<file path="src/rtl/sag_pkg.sv">
// Shared definitions for the SAG family of sequencers (sag_seq, later grp/inverse-SAG).
package sag_pkg;

  localparam int SAG_W     = 8;
  localparam int SAG_CNT_W = 4;

  typedef enum logic [1:0] {
    IDLE  = 2'd0,
    PASS0 = 2'd1,
    PASS1 = 2'd2,
    DONE  = 2'd3
  } sag_state_t;

endpackage

</file>
<file path="src/rtl/sag_seq_pext.sv">
// Combinational parallel-extract network: mask-selected bits of data packed at the LSB end.
module pext #(
  parameter int W = 8
) (
  input  logic [W-1:0] data,
  input  logic [W-1:0] mask,
  output logic [W-1:0] result
);

  // Scan from the MSB and shift left so the lowest selected bit ends up at bit 0.
  always_comb begin
    result = '0;
    for (int i = W - 1; i >= 0; i--) begin
      if (mask[i]) result = {result[W-2:0], data[i]};
    end
  end

endmodule

</file>
<file path="src/rtl/sag_seq.sv">
// Two-pass sheep-and-goats sequencer sharing one pext instance.
// Optional build macro SAG_SEQ_FASTPATH_EN: identity masks (00/FF) skip straight to DONE.
//
//  state | meaning
//  IDLE  | waiting for an operand
//  PASS0 | pext(d, m) -> lo_q, popcount(m) -> cnt_q
//  PASS1 | pext(d, ~m) shifted above lo_q -> res_q
//  DONE  | result presented until out_ready
module sag_seq
  import sag_pkg::*;
#(
  parameter bit ACCEPT_ON_DRAIN = 1'b1
) (
  input  logic                 clk,
  input  logic                 rst,
  input  logic                 in_valid,
  output logic                 in_ready,
  input  logic [SAG_W-1:0]     in_data,
  input  logic [SAG_W-1:0]     in_mask,
  output logic                 out_valid,
  input  logic                 out_ready,
  output logic [SAG_W-1:0]     out_data,
  output logic [SAG_CNT_W-1:0] out_cnt,
  output logic                 busy
);

  sag_state_t           state;
  logic [SAG_W-1:0]     d_q, m_q, lo_q, res_q;
  logic [SAG_CNT_W-1:0] cnt_q, pop_m;
  logic [SAG_W-1:0]     pext_d, pext_m, pext_out;
  logic                 accept, fast;

  assign in_ready  = (state == IDLE) || (ACCEPT_ON_DRAIN && (state == DONE) && out_ready);
  assign accept    = in_valid && in_ready;
  assign out_valid = (state == DONE);
  assign busy      = (state != IDLE);
  assign out_data  = res_q;
  assign out_cnt   = cnt_q;

`ifdef SAG_SEQ_FASTPATH_EN
  assign fast = (in_mask == '0) || (in_mask == '1);
`else
  assign fast = 1'b0;
`endif

  always_comb begin
    pop_m = '0;
    for (int i = 0; i < SAG_W; i++) pop_m = pop_m + SAG_CNT_W'(m_q[i]);
  end

  // Operand mux: pext inputs sit at zero outside the two passes.
  always_comb begin
    pext_d = '0;
    pext_m = '0;
    case (state)
      PASS0:   begin pext_d = d_q; pext_m = m_q;  end
      PASS1:   begin pext_d = d_q; pext_m = ~m_q; end
      default: ;
    endcase
  end

  pext #(.W(SAG_W)) u_pext (
    .data   (pext_d),
    .mask   (pext_m),
    .result (pext_out)
  );

  always_ff @(posedge clk or posedge rst) begin
    if (rst) begin
      state <= IDLE;
      d_q   <= '0;
      m_q   <= '0;
      lo_q  <= '0;
      res_q <= '0;
      cnt_q <= '0;
    end else begin
      case (state)
        IDLE, DONE: begin
          if (accept) begin
            d_q <= in_data;
            m_q <= in_mask;
            if (fast) begin
              res_q <= in_data;
              cnt_q <= in_mask[0] ? SAG_CNT_W'(SAG_W) : '0;
              state <= DONE;
            end else begin
              state <= PASS0;
            end
          end else if (state == DONE && out_ready) begin
            state <= IDLE;
          end
        end
        PASS0: begin
          lo_q  <= pext_out;
          cnt_q <= pop_m;
          state <= PASS1;
        end
        PASS1: begin
          res_q <= lo_q | (pext_out << cnt_q);
          state <= DONE;
        end
        default: state <= IDLE;
      endcase
    end
  end

endmodule

</file>
<file path="config.mk">
export PLATFORM = sky130hd
export DESIGN_NAME = sag_seq
export DESIGN_NICKNAME = d
export VERILOG_FILES = /design/src/rtl/sag_pkg.sv /design/src/rtl/sag_seq_pext.sv /design/src/rtl/sag_seq.sv
export SDC_FILE = /design/constraint.sdc
export NUM_CORES = 1
export LEC_CHECK = 0
export ABC_CLOCK_PERIOD_IN_PS = 3140
export BUFFER_PORTS_ARGS = -buffer_cell sky130_fd_sc_hd__buf_2
export CORE_MARGIN = 5
export CORE_UTILIZATION = 53
export DETAILED_ROUTE_END_ITERATION = 7
export PLACE_DENSITY = 0.76
export SETUP_SLACK_MARGIN = 0.3
export SLEW_MARGIN = 40
export SYNTH_ARGS = -nofsm -noshare
export SYNTH_HDL_FRONTEND = slang
export SYNTH_SLANG_ARGS = --single-unit
</file>
<file path="constraint.sdc">
create_clock -name clk -period 3.14 [get_ports clk]
set_input_delay 0.157 -clock clk [delete_from_list [all_inputs] [get_ports clk]]
set_output_delay 0.157 -clock clk [all_outputs]
set_load 0.01 [all_outputs]
</file>
# After elaboration in Yosys (flattened, before gate mapping)
# Cells that the tools add are included.
[word_totals]
reg_bits = 38
latch_bits = 0
ramBits = 0
romBits = 0
in_bits = 20
output_inout_bits = 15
elab_cells = 41
n_memories = 0
[classes]
add_sub_neg = 7
mul = 0
n_div = 0
magnitude_cmp = 0
n_eq_ne = 4
shift = 1
muxes = 13
bitwise = 2
n_reduce_logical = 8
[op_table]
columns = ["op", "count"]
rows = [
  ["4-bit by 1-bit adder with 4-bit output", 4],
  ["8-bit 2-to-1 mux", 2],
  ["8-bit case mux with 2 select lines", 1],
  ["8-bit inverter", 1],
  ["8-bit OR", 1],
  ["8-bit by 4-bit << shifter with 8-bit output", 1],
  ["7-bit 2-to-1 mux", 1],
  ["2-bit 2-to-1 mux", 3],
  ["6-bit 2-to-1 mux", 1],
  ["2-bit case mux with 3 select lines", 1],
  ["5-bit 2-to-1 mux", 1],
  ["3-bit by 1-bit adder with 4-bit output", 1],
  ["2-bit equality test, second input constant", 2],
  ["4-bit 2-to-1 mux", 1],
  ["2-bit OR reduction", 2],
  ["2-bit by 1-bit adder with 3-bit output", 1],
  ["3-bit 2-to-1 mux", 1],
  ["3-bit inequality test, second input constant", 1],
  ["1-bit by 1-bit adder with 2-bit output", 1],
  ["2-bit by 1-bit equality test with 1-bit output, second input constant", 1],
  ["1-bit logical AND", 2],
  ["2-bit zero test", 1],
  ["2-bit AND reduction", 1],
  ["2-bit nonzero test", 1],
  ["2 further kinds", 2],
]

# Logic depth before layout (Yosys ltp)
[logic_depth]
depth_word = 13
ltp_mapped = 13
depth_no_buf = 11

# Hierarchy
# From an unflattened synthesis, not the netlist that was laid out.
[unflattened]
hier_cells = 296
hier_area_um2 = 2842.7
[by_module_without_submodules]
columns = ["mod", "n_inst", "cells_each", "area_each_um2", "seq_area_each_um2"]
rows = [
  ["sag_seq", 1, 183, 2112.0, 950.9],
  ["pext", 1, 113, 730.7, 0.0],
]

# Worst setup path before layout
# OpenSTA, ideal clock, no wires.
[synth_path]
path_type = "register -> register"
from = "register state[0]"
to = "register res_q[4], in the netlist out_data[4]"
setup_time_ps = 82
t_arrival_ps = 2908
t_required_ps = 3058
path_slack_ps = 150
path_stages_with_launch = 12
n_path_buf = 1
period_less_slack_ps = 2990
path_cell_list = "dfrtp_1 -> inv_1 -> ha_1 -> buf_2 -> nand2_1 -> nor4_4 -> nor3_2 -> a221o_1 -> a221o_1 -> and2_4 -> mux4_2 -> a31oi_1"
[synth_between]
elab_chain_cells = 13
elab_cells_between_ends = 15
cone_classes = "eq/ne: 2; shift: 1; mux: 10; bitwise: 1; reduce/logical: 1"
[synth_rtl]
columns = ["item", "line_no", "rtl"]
rows = [
  ["from (decl)", "sag_seq.sv:27", "sag_state_t state;"],
  ["from (signal assigned)", "sag_seq.sv:70", "state <= IDLE;"],
  ["from (signal assigned)", "sag_seq.sv:85", "state <= DONE;"],
  ["from (signal assigned)", "sag_seq.sv:87", "state <= PASS0;"],
  ["2-bit equality test / 2-bit by 1-bit equality test with 1-bit output (equally long branches)", "sag_seq.sv:55, sag_seq.sv:77", ""],
  ["2-bit OR reduction (no source line)", "-", ""],
  ["8-bit 2-to-1 mux", "sag_seq.sv:55", "case (state)"],
  ["1-bit 2-to-1 mux", "sag_seq_pext.sv:14", "if (mask[i]) result = {result[W-2:0], data[i]};"],
  ["2-bit 2-to-1 mux", "sag_seq_pext.sv:14", ""],
  ["3-bit 2-to-1 mux", "sag_seq_pext.sv:14", ""],
  ["4-bit 2-to-1 mux", "sag_seq_pext.sv:14", ""],
  ["5-bit 2-to-1 mux", "sag_seq_pext.sv:14", ""],
  ["6-bit 2-to-1 mux", "sag_seq_pext.sv:14", ""],
  ["7-bit 2-to-1 mux", "sag_seq_pext.sv:14", ""],
  ["8-bit 2-to-1 mux", "sag_seq_pext.sv:14", ""],
  ["8-bit by 4-bit << shifter with 8-bit output", "sag_seq.sv:99", "res_q <= lo_q | (pext_out << cnt_q);"],
  ["8-bit OR", "sag_seq.sv:99", ""],
  ["to (signal assigned)", "sag_seq.sv:83", "res_q <= in_data;"],
  ["to (signal assigned)", "sag_seq.sv:99", ""],
  ["to (decl)", "sag_seq.sv:28", "logic [SAG_W-1:0] d_q, m_q, lo_q, res_q;"],
]
# Several ways; a longest one is shown, not always the timed one.
# A chain may end at the register's enable or synchronous reset.

# Final worst setup path
[layout_path]
from = "register state[1]"
to = "register res_q[3], in the netlist out_data[3]"
# The elaborated chain is that of the path after synthesis.

==> flow_summary.yaml <==
drt:
  drc_errors: 0
  post_drt_wl_per_cell_um: 18.59
  wl_mm: 8.626
  drtPass1Iterations: 5
  drt_iter0_drc: 283
  vias: 2949
  ant_nets: 0
  viasPerCell: 6.356
setup_path:
  rr_endpoint: "out_data[3]"
  crit_arrival_ns: 3.31
  path_max_fanout: 6
  reg2reg_from: "state[1]"
  rrSetupSlack_ns: 0.04
  crit_type: "flip-flop to flip-flop"
  cp-start-kind: "flip-flop"
  reg2reg_depth: 13
  critPathRequiredTime_ns: 3.35
  crit_path_end_kind: "flip-flop"
clock_network:
  cts.reportedPaths.clkPinSlew_ns: 0.07
  cts_buffers: 5
  cts_tree: "built"
  cts.path.max_buffers: 2
  cts-root-buf: "clkbuf_8"
  cts_num_sinks: 38
  cts_max_level: 2
  clk_latency_ns: 0.29
placement:
  finalWeightedCongestion: 0.9367
  io_buffers: 34
  placed_area_sq_um: 3361
  dp_hpwl_mm: 5.761
  pre_cts_ws_ns: -0.09620
layout:
  diodes: 0
  mostFrequentLayoutCells: "dfrtp_1 (37), nand2_1 (35), buf_2 (35), buf_4 (34), mux2_2 (24)"
  final_common_cell: "dfrtp_1"
  area_delta_synth_final_pct: 28.97
  drive_gt1_frac: 0.4056
  fin_area_sq_um: 3849
  final_net_count: 424
global_routing:
  grt_use_total: 0.2418
  grt_overflow: 0
  grt_pass1_vias: 2923
  grt_pass1_wl_mm: 14.28
  grt_max_degree: 39
  antenna_found_initial: 0
hold_path:
  min_to: "m_q[6]"
  min_path_cells: 3
  hold_path.class: "input port to flip-flop"
  hp-start: "in_mask[6]"
logic_synthesis:
  synth_cell_types: 65
  synth_flop_cell: "dfrtp_1"
  yosys_warnings: 0
  synthArstFlopShare: 1.000
  ys_ff_latch: 38
  ys_seq_area_frac: 0.3187
  syn-cell-area_sq_um: 2984
  syn-num-nets: 366
  syn_inst: 335
  synth.avg_cell_area_sq_um: 8.908
  synth_enable_flop_cells: 0
floorplan:
  start_util: 0.5453
  die_w_um: 85.04
  ios: 35
  die_h_um: 85.04
  row_count: 27
  die_area_sq_um: 7231
  core_area_sq_um: 5473
timing:
  hold_violations: 0
  rsz0062_at_grt: "yes"
  fin_crit_ns: 3.097
  finClkSkew_ns: 0.008356
  setup_violations: 0
  fmax_mhz: 322.9
  worst_pin_slew_ns: 0.7144
  worst_hold_slack_ns: 0.06957
  fin_ws_ns: 0.04336
  slew_viol_final: 0
  slew_headroom: 0.5237
  timing.final.crit_share: 0.9862
job:
  cap_violations: 0
status:
  status: "finished, final reports clean"
-- flip-flops by register name, summed over array words and instances (netlist names) --
name	flops
lo_q	8
d_q	8
m_q	8
out_data	8
out_cnt	4
state	2
-- layer usage --
metal / vias up / share of wire / GRT usage
li1: 1345 / - / -
met1: 1463 / 0.44 / 0.3234
met3: 19 / 0.050 / 0.04272
met2: 122 / 0.49 / 0.3905
met5: - / 0 / 0
met4: 0 / 0.020 / 0.09065
-- final cells by class --
| class | count | area, sq um |
|---|---|---|
| Inverter | 15 | 56.30 |
| Fill cell | 399 | 1624 |
| Multi-Input combinational cell | 256 | 2140 |
| Sequential cell | 38 | 952.2 |
| Timing Repair Buffer | 77 | 528.0 |
| Tap cell | 72 | 90.09 |
| Clock buffer | 6 | 82.58 |
-- worst max-delay path: stages, from the launching register on --
cell,delay (ns)
dfrtp_1,0.40
buf_6,0.13
ha_4,0.18
buf_6,0.13
xnor2_4,0.13
nor4_4,0.37
nor3_2,0.10
a221o_1,0.40
mux2_4,0.32
o2bb2ai_4,0.16
nor2_2,0.07
buf_6,0.12
o311a_1,0.34
o21ai_2,0.14
-- logic make-up after synthesis --
group | Yosys count | share of synthesized area
buf+inv | 41 | 0.05660
compound gates | 86 | 0.2063
xor+xnor | 5 | 0.01467
mux | 35 | 0.1333
fa+ha+maj | 11 | 0.05618
simple gates | 119 | 0.2143
flops | 38 | 0.3187
-- timing repair --
item,4_1_cts,5_1_grt
setup buffers,14,3
endpoints found under the setup margin,8,11
hold endpoints to repair,38,0
pin swaps,27,7
gates resized for setup,41,18
hold buffers,1,0
-- synth_stat cells (3+ instances only) --
| cell | n | area [sq um] |
|---|---|---|
| a31oi_1 | 8 | 50.05 |
| clkbuf_1 | 17 | 63.81 |
| mux2i_1 | 8 | 80.08 |
| nor4_1 | 4 | 25.02 |
| o311ai_0 | 3 | 26.28 |
| nor3b_1 | 4 | 30.03 |
| ha_1 | 7 | 87.58 |
| xnor2_1 | 4 | 35.03 |
| a21o_1 | 4 | 30.03 |
| nand4_1 | 6 | 37.54 |
| o22ai_1 | 5 | 31.28 |
| a22o_1 | 4 | 35.03 |
| a221o_1 | 3 | 30.03 |
| and4_1 | 4 | 35.03 |
| nand2_1 | 36 | 135.1 |
| nor2b_1 | 5 | 31.28 |
| nand2b_1 | 6 | 37.54 |
| a21oi_1 | 14 | 70.07 |
| buf_2 | 6 | 30.03 |
| fa_1 | 4 | 80.08 |
| nand3_1 | 5 | 25.02 |
| dfrtp_1 | 38 | 950.9 |
| o32ai_1 | 3 | 26.28 |
| o21ai_0 | 14 | 70.07 |
| inv_1 | 15 | 56.30 |
| nor2_1 | 24 | 90.09 |
| mux2_2 | 25 | 281.5 |
| nor3_1 | 9 | 45.04 |
-- how the worst max path moves through the flow --
| stage | from | endpoint | slack [ns] | cells past startpoint |
|---|---|---|---|---|
| 6_report | state[1] | out_data[3] | 0.04 | 13 |
| 5_1_grt | state[1] | out_data[3] | -0.12 | 13 |
| 4_1_cts | m_q[3] | out_cnt[2] | 0.11 | 10 |
| 3_5_place_dp | state[0] | out_data[7] | -0.1 | 12 |
| 3_3_place_gp | state[0] | out_data[7] | 0.02 | 12 |
| 2_1_floorplan | m_q[3] | out_cnt[2] | 0.24 | 10 |
-- per-stage QoR --
| stage | cells | util | setup TNS [ns] |
|---|---|---|---|
| after floorplan | 335 | - | 0 |
| after global placement | 440 | 0.6141 | 0 |
| after detailed placement | 440 | 0.6141 | -0.1280 |
| after CTS | 461 | 0.6877 | 0 |
| after global routing | 464 | 0.7032 | -0.3664 |
| final | 464 | 0.7032 | 0 |
Power is not shown: default switching activity piles up to over one toggle a cycle in this logic, so the estimate is an artifact.
